File: config.mk
export PLATFORM = sky130hd
export DESIGN_NAME = iu_mem_port
export DESIGN_NICKNAME = d
export VERILOG_FILES = /design/src/rtl/iu_pkg.sv /design/src/rtl/iu_op_fifo.sv /design/src/rtl/iu_mem_port.sv
export SDC_FILE = /design/constraint.sdc
export NUM_CORES = 1
export LEC_CHECK = 0
export ABC_AREA = 1
export CAP_MARGIN = 30
export CORE_MARGIN = 2
export CORE_UTILIZATION = 30
export CTS_BUF_LIST = sky130_fd_sc_hd__clkbuf_8
export CTS_CLUSTER_DIAMETER = 100
export DETAILED_ROUTE_END_ITERATION = 10
export SKIP_LAST_GASP = 1
export SYNTH_ARGS = -nofsm -noshare
export SYNTH_HDL_FRONTEND = slang
export SYNTH_SLANG_ARGS = --single-unit
File: constraint.sdc
create_clock -name clk -period 6.2 [get_ports clk]
set_input_delay 0.62 -clock clk [delete_from_list [all_inputs] [get_ports clk]]
set_output_delay 0.62 -clock clk [all_outputs]
set_load 0.005 [all_outputs]
File: src/rtl/iu_pkg.sv
// iu_pkg: shared op type, port FSM states and default widths for the IU memory port.
package iu_pkg;
    localparam int IU_ADDR_W      = 16;
    localparam int IU_DATA_W      = 32;
    localparam int IU_TAG_W       = 4;
    localparam int IU_QDEPTH      = 2;
    localparam int IU_TIMEOUT_CYC = 256;

    typedef struct packed {
        logic                 is_store;
        logic [IU_ADDR_W-1:0] addr;
        logic [IU_DATA_W-1:0] wdata;
        logic [IU_TAG_W-1:0]  tag;
    } iu_op_t;

    typedef enum logic [1:0] {IDLE, REQ, WAIT, RESP} iu_port_state_e;
endpackage

File: src/rtl/iu_op_fifo.sv
// iu_op_fifo: small synchronous FIFO of ops with asynchronous active-low reset.
module iu_op_fifo
    import iu_pkg::*;
#(
    parameter type T     = iu_op_t,
    parameter int  DEPTH = IU_QDEPTH
) (
    input  logic clk,
    input  logic resetN,
    input  logic push,
    input  T     din,
    input  logic pop,
    output T     dout,
    output logic ready,
    output logic empty
);
    localparam int PW = $clog2(DEPTH);

    if (DEPTH < 2 || (DEPTH & (DEPTH - 1)) != 0) begin : g_bad_depth
        $error("iu_op_fifo: DEPTH must be a power of 2 and at least 2");
    end

    T              mem [DEPTH];
    logic [PW-1:0] wp, rp;
    logic [PW:0]   cnt;
    logic          wr, rd;

    assign wr    = push && ready;
    assign rd    = pop && !empty;
    assign ready = cnt != (PW+1)'(DEPTH);
    assign empty = cnt == '0;
    assign dout  = mem[rp];

    always_ff @(posedge clk or negedge resetN) begin
        if (!resetN) begin
            wp  <= '0;
            rp  <= '0;
            cnt <= '0;
        end else begin
            if (wr) wp <= wp + PW'(1);
            if (rd) rp <= rp + PW'(1);
            cnt <= cnt + (PW+1)'(wr) - (PW+1)'(rd);
        end
    end

    always_ff @(posedge clk) begin
        if (wr) mem[wp] <= din;
    end
endmodule

File: src/rtl/iu_mem_port.sv
// iu_mem_port: IU-side initiator of iu_miu_if; queues ops and keeps one MIU transaction outstanding.
// Optional request watchdog is built when IU_REQ_TIMEOUT_EN is defined.
module iu_mem_port
    import iu_pkg::*;
#(
    parameter int ADDR_W      = IU_ADDR_W,
    parameter int DATA_W      = IU_DATA_W,
    parameter int TAG_W       = IU_TAG_W,
    parameter int QDEPTH      = IU_QDEPTH,
    parameter int TIMEOUT_CYC = IU_TIMEOUT_CYC
) (
    input  logic              clk,
    input  logic              resetN,
    input  logic              op_valid,
    output logic              op_ready,
    input  logic              op_is_store,
    input  logic [ADDR_W-1:0] op_addr,
    input  logic [DATA_W-1:0] op_wdata,
    input  logic [TAG_W-1:0]  op_tag,
    output logic              miu_req,
    output logic              miu_we,
    output logic [ADDR_W-1:0] miu_addr,
    output logic [DATA_W-1:0] miu_wdata,
    input  logic              miu_gnt,
    input  logic              miu_done,
    input  logic [DATA_W-1:0] miu_rdata,
    output logic              wb_valid,
    output logic [TAG_W-1:0]  wb_tag,
    output logic [DATA_W-1:0] wb_data,
    output logic              wb_err,
    output logic              busy
);
    typedef struct packed {
        logic              is_store;
        logic [ADDR_W-1:0] addr;
        logic [DATA_W-1:0] wdata;
        logic [TAG_W-1:0]  tag;
    } op_t;

    if (TIMEOUT_CYC < 1) begin : g_bad_timeout
        $error("iu_mem_port: TIMEOUT_CYC must be positive");
    end

    iu_port_state_e   state, state_nx;
    op_t              op_in, head;
    logic [TAG_W-1:0] tag_q;
    logic             empty, deq, fin, to_hit, ends;

    assign op_in = '{op_is_store, op_addr, op_wdata, op_tag};

    iu_op_fifo #(.T(op_t), .DEPTH(QDEPTH)) u_fifo (
        .clk   (clk),
        .resetN(resetN),
        .push  (op_valid),
        .din   (op_in),
        .pop   (deq),
        .dout  (head),
        .ready (op_ready),
        .empty (empty)
    );

    assign deq      = state == IDLE && !empty;
    // gnt and done together in REQ complete the transaction in a single step
    assign fin      = miu_done && (state == WAIT || (state == REQ && miu_gnt));
    assign ends     = fin || to_hit;
    assign miu_req  = state == REQ;
    assign wb_valid = state == RESP;
    assign busy     = !empty || state != IDLE;

`ifdef IU_REQ_TIMEOUT_EN
    localparam int CW = $clog2(TIMEOUT_CYC + 1);
    logic [CW-1:0] to_cnt;
    always_ff @(posedge clk or negedge resetN) begin
        if (!resetN) to_cnt <= '0;
        else if (state == IDLE) to_cnt <= '0;
        else if (state != RESP) to_cnt <= to_cnt + CW'(1);
    end
    assign to_hit = (state == REQ || state == WAIT) && to_cnt == CW'(TIMEOUT_CYC - 1);
`else
    assign to_hit = 1'b0;
`endif

    always_ff @(posedge clk or negedge resetN) begin
        if (!resetN) state <= IDLE;
        else state <= state_nx;
    end

    always_comb begin
        state_nx = state;
        case (state)
            IDLE:      state_nx = empty ? IDLE : REQ;
            REQ, WAIT: state_nx = ends ? (miu_we ? IDLE : RESP) : (state == REQ && miu_gnt) ? WAIT : state;
            default:   state_nx = IDLE;
        endcase
    end

    always_ff @(posedge clk or negedge resetN) begin
        if (!resetN) begin
            miu_we    <= 1'b0;
            miu_addr  <= '0;
            miu_wdata <= '0;
            tag_q     <= '0;
            wb_tag    <= '0;
            wb_data   <= '0;
            wb_err    <= 1'b0;
        end else begin
            if (deq) begin
                miu_we    <= head.is_store;
                miu_addr  <= head.addr;
                miu_wdata <= head.wdata;
                tag_q     <= head.tag;
            end
            // a watchdog abort returns zero data flagged as an error
            if (ends && !miu_we) begin
                wb_tag  <= tag_q;
                wb_data <= fin ? miu_rdata : '0;
                wb_err  <= !fin;
            end
        end
    end
endmodule
-- Word level (Yosys, flattened, before mapping)
Memory sizes are Yosys's and may differ from the RTL's. A register that Yosys moved wholly into a read port is not among the register bits.
Index checks and enable logic that the tools add are counted.
- flip-flop bits (word level): 43
- bits in writable memories: 106
- input port bits: 90
- output and inout port bits: 90
- word-level logic and storage cells: 41
- memories kept: 1
- add/subtract/negate cells: 4
- equal/unequal tests: 5
- multiplexer cells: 8
- reduce and logical (&&, ||, !) cells: 16
- memory list (memory ; depth ; width ; rd ports ; clocked after memory_dff ; wr ports ; line ; text):
    u_fifo.mem ; 2 ; 53 ; 1 ; 1 ; 1 ; iu_op_fifo.sv:23 ; T mem [DEPTH];
- operators by type and width (kind ; count):
    32-bit 2-to-1 mux ; 1
    1-bit logical AND ; 6
    2-bit 2-to-1 mux ; 3
    2-bit equality test, second input constant ; 2
    1-bit logical NOT ; 4
    2-bit logical NOT ; 2
    2-bit case mux with 2 select lines ; 1
    1-bit 2-to-1 mux ; 3
    3-bit != test, second input constant ; 1
    1-bit adder, second input constant ; 2
    2-bit by 1-bit adder with 2-bit output ; 1
    2-bit by 1-bit equality test with 1-bit output, second input constant ; 1
    1-bit logical OR ; 2
    2-bit != test, second input constant ; 1
    2-bit nonzero test ; 1
    2-bit OR reduction ; 1
    2-bit by 1-bit subtractor with 2-bit output ; 1

-- Longest topological paths before layout
- word-level depth: 6
- depth in mapped cells: 10
- depth with buffers taken out: 8

-- Hierarchy
From an unflattened synthesis, not the netlist that was laid out.
- cell total of the unflattened synthesis: 713
- area total of the unflattened synthesis: 7739.9 um^2
- modules (own cells, without submodules) (module ; times used ; cells an instance ; area an instance (um^2) ; sequential area each (um^2)):
    iu_op_fifo ; 1 ; 309 ; 4120.2 ; 3283.1
    iu_mem_port ; 1 ; 404 ; 3619.7 ; 2302.2

-- Worst setup path before layout
No wires, ideal clock.
- path type: in2reg
- from: in op_valid
- to: mem u_fifo.mem[1][0] (netlist name) (enable)
- library setup time: 0.465 ns
- arrival: 2.950 ns
- data required time: 5.735 ns
- setup slack: 2.785 ns
- cell stages on the path: 2
- buffers on the path: 0
- cells stage by stage: nand2_1 nor2_1
- longest elaborated chain between the ends: 3
- ends and longest elaborated chain (element ; line ; text):
    start: declaration ; iu_mem_port.sv:14 ; input logic op_valid,
    1-bit logical AND ; iu_op_fifo.sv:28 ; assign wr = push && ready;
    1-bit 2-to-1 mux ; iu_op_fifo.sv:47 ; if (wr) mem[wp] <= din;
    1-bit 2-to-1 mux (implied by the code) ; iu_op_fifo.sv:47 ;
    end: declaration ; iu_op_fifo.sv:23 ;
Every way passes these cells.

-- Worst setup path after layout
- from: reg state[0]
- to: out busy
- longest elaborated chain between the ends: 2
- ends and longest elaborated chain (element ; line ; text):
    start: declaration ; iu_mem_port.sv:44 ; iu_port_state_e state, state_nx;
    start signal: assignment ; iu_mem_port.sv:85 ; else state <= state_nx;
    2-bit nonzero test ; iu_mem_port.sv:68 ; assign busy = !empty || state != IDLE;
    1-bit logical OR ; iu_mem_port.sv:68 ;
    end: declaration ; iu_mem_port.sv:31 ; output logic busy
Every way passes these cells.

==> out/qor.txt <==
CTS resizes: 0
YS warnings: 0
Routed wire length: 17,000 µm
DP HPWL: 10,400 µm
CP Data Required Time: 5.58 ns
Mean routed wirelength per cell: 14.9 µm
Top_reg_cell synth: edfxtp_1
Clock transition at the registers of the reported paths: 0.06 ns
Synthesized Nets: 694
Leak: 4.28 nW
Clock sinks: 202
Synth top area cells: edfxtp_1 43%, dfrtp_1 32%, nor2_1 5.6%
Initial antenna violation count: 1
Die Area: 26,100 µm²
Slowest CP cell: clkdlybuf4s50_1
FF-to-FF path depth: 5
Max VDD drop: 231 µV
Hold Buf Count CTS: 0
Drt drc: 0
Critical Path AT: 1.87 ns
DRT Pass-1 Iters: 4
Crit path time final: 2.49 ns
Area leader, netlist: edfxtp_1
FP Rows: 57
Worst-margin pin slew: 0.828 ns
Antenna Nets Post-Route: 0
WS Path Type: reg -> out
Setup TNS Final: 0 ns
Clock latency at the later pin of the worst-skew pair: 0.53 ns
Unrepaired setup endpoints after global routing: no
Die Ht: 162 µm
Status: finished, final reports clean
CP bufs+invs: 2
Final setup violation count: 0
Max-slew violations: 0
Vias per std cell: 4.33
Pint: 0.00346 W
HP Class: in -> async
R2R setup slack: 3.98 ns
GRT Total Usage: 0.130
Clock Power Share: 0.239
Share of the synthesized area in the top cell type: 0.427
Post-synthesis cell count: 597
Nets: 891
Cells after DPL: 1,079
Critical Path Sink: busy
First-pass GRT wire length: 26,500 µm
FFs w/ async S/R, synth: 0.475
Crit path largest cell delay: 0.50 ns
H-tree depth: 2
Seq/Total Area, Yosys: 0.749
Net Switching: 0.00165 W
Crit path depth: 4
Vias in the first global route: 4,928
Vias: 4,962
# IOs: 180
Initial drt markers: 263
Fmax: 0.401 GHz
Largest net degree at the start of global routing: 72
Hold Fails Final Rpt: 0
Power per cell area: 495 nW/µm²
GR met1 Demand/Resource: 0.169
Sw frac: 0.324
Total CTS buffers: 37
Share of layout cells above drive strength 1: 0.0766
CTS max path bufs: 3
Most frequent cells after synthesis: 111 x nor2_1, 106 x edfxtp_1, 101 x nand2_1
Cell with the most instances after synthesis: nor2_1
Area growth syn-to-layout: 38.7%
Yosys reg bits: 202
R2r endpoint: u_fifo.mem[0][24]$_DFFE_PP_
Critical path cell sequence: inv_1 > ha_1 > nand2_1 > clkdlybuf4s50_1
Global route total overflow: 0
I/O Buffers: 179
Post-synth EDFFs: 106
Tcrit/Tclk final: 0.402
CTS tree: done
Unique masters post-synth: 19
Max Clock Skew: 0.0243 ns
CP startpoint: state[0]$_DFFE_PN0P_
GP Congestion: 0.753
Syn_area_per_cell: 12.5 µm²
Met2 Use GR: 0.203
Slew headroom: 0.448
CP max FO: 5
Seq pwr share: 0.420
Type of origin of the critical path: register
Cell area after synthesis: 7450 µm²
Grt peak-use layer: met2
Comb pwr share: 0.341
CP delay by family, top: buffers and inverters
Die width: 162 µm
Area of the core: 24,400 µm²
CP endpoint kind: output port
Max-cap viol count: 0
Clock root buffer: clkbuf_8
R2r startpoint: u_fifo.cnt[0]$_DFF_PN0_
Post-route insts no fill: 1,147
Buffer count from post-CTS setup fixing: 0
Initial Util: 0.306
M3 GR Usage: 0.0434
flip-flops by register name, indices dropped and copies added (netlist names):
| name | cells |
|---|---|
| miu_addr | 16 |
| miu_wdata | 32 |
| miu_we | 1 |
| state | 2 |
| tag_q | 4 |
| u_fifo.cnt | 2 |
| u_fifo.mem | 106 |
| u_fifo.rp | 1 |
| u_fifo.wp | 1 |
| wb_data | 32 |
| wb_err | 1 |
| wb_tag | 4 |
cell usage in the layout, fill, tap and decap left out, drive strengths merged:
| master | instances |
|---|---|
| diode | 1 |
| inv | 64 |
| clkinv | 6 |
| bufinv | 1 |
| ha | 7 |
| o31ai | 53 |
| nor2 | 111 |
| nand4 | 1 |
| dfrtp | 96 |
| xor2 | 1 |
| clkbuf | 44 |
| o21ai | 37 |
| edfxtp | 106 |
| xnor2 | 2 |
| nand2 | 101 |
| buf | 9 |
| nand3 | 3 |
| clkdlybuf4s50 | 178 |
| a21oi | 2 |
per-stage QoR:
step	hold slack (ns)	utilization	area (µm²)	power, W	worst slack [ns]
floorplan	0.324	-	7450	0.00303	2.79
global placement	0.450	0.392	9560	0.00389	3.41
detailed placement	0.452	0.394	9600	0.00397	3.39
CTS	0.141	0.424	10300	0.00522	3.68
global route	0.174	0.424	10300	0.00550	3.62
finish	0.140	0.424	10300	0.00511	3.71
worst reg2reg max path, cell delays in order (launching register included):
cell and delay [ns]:
dfrtp_1 0.42, inv_1 0.08, nand2_1 0.08, nand2_1 0.15
nor2_4 0.60, buf_4 0.54
kinds of logic after synthesis:
kind of cell,synth area share
and+or+nand+nor,0.110
DFF,0.749
AOI/OAI and AO/OA,0.0811
buffers and inverters,0.0441
adders and majority gates,0.0117
xor gates and xnor gates,0.00353
layout make-up:
| type | instances | area, µm² |
|---|---|---|
| Tap cell | 324 | 405 |
| Sequential cell | 202 | 5590 |
| Fill cell | 2310 | 14100 |
| Clock buffer | 44 | 606 |
| Timing Repair Buffer | 187 | 1870 |
| Clock inverter | 23 | 126 |
| Inverter | 48 | 180 |
| Antenna cell | 1 | 2.50 |
| Multi-Input combinational cell | 318 | 1560 |
worst min path at each step:
stage                                           end  slack (ns)
after global placement           wb_err$_DFFE_PN0P_        0.45
after floorplan             miu_addr[0]$_DFFE_PN0N_        0.32
after global routing        wb_data[18]$_DFFE_PN0P_        0.17
final                       wb_data[23]$_DFFE_PN0P_        0.14
after CTS                 miu_wdata[17]$_DFFE_PN0N_        0.14
after detailed placement         wb_err$_DFFE_PN0P_        0.45
routing by layer:
metal	wire (µm)	vias up	part of all wire
met5	0	-	0
met1	7640	2304	0.45
met4	328	0	0.019
met3	1560	33	0.091
met2	7520	206	0.44
li1	-	2419	-
power groups by stage:
stage / sequential [W] / combinational [W] / clock (W)
after CTS: 0.00215 / 0.00180 / 0.00127
after global placement: 0.00216 / 0.00172 / 0
after detailed placement: 0.00216 / 0.00180 / 0
after floorplan: 0.00216 / 0.000878 / 0
final: 0.00215 / 0.00174 / 0.00122
after global routing: 0.00220 / 0.00197 / 0.00134
No activity file was read; power rests on OpenSTA's default activity.
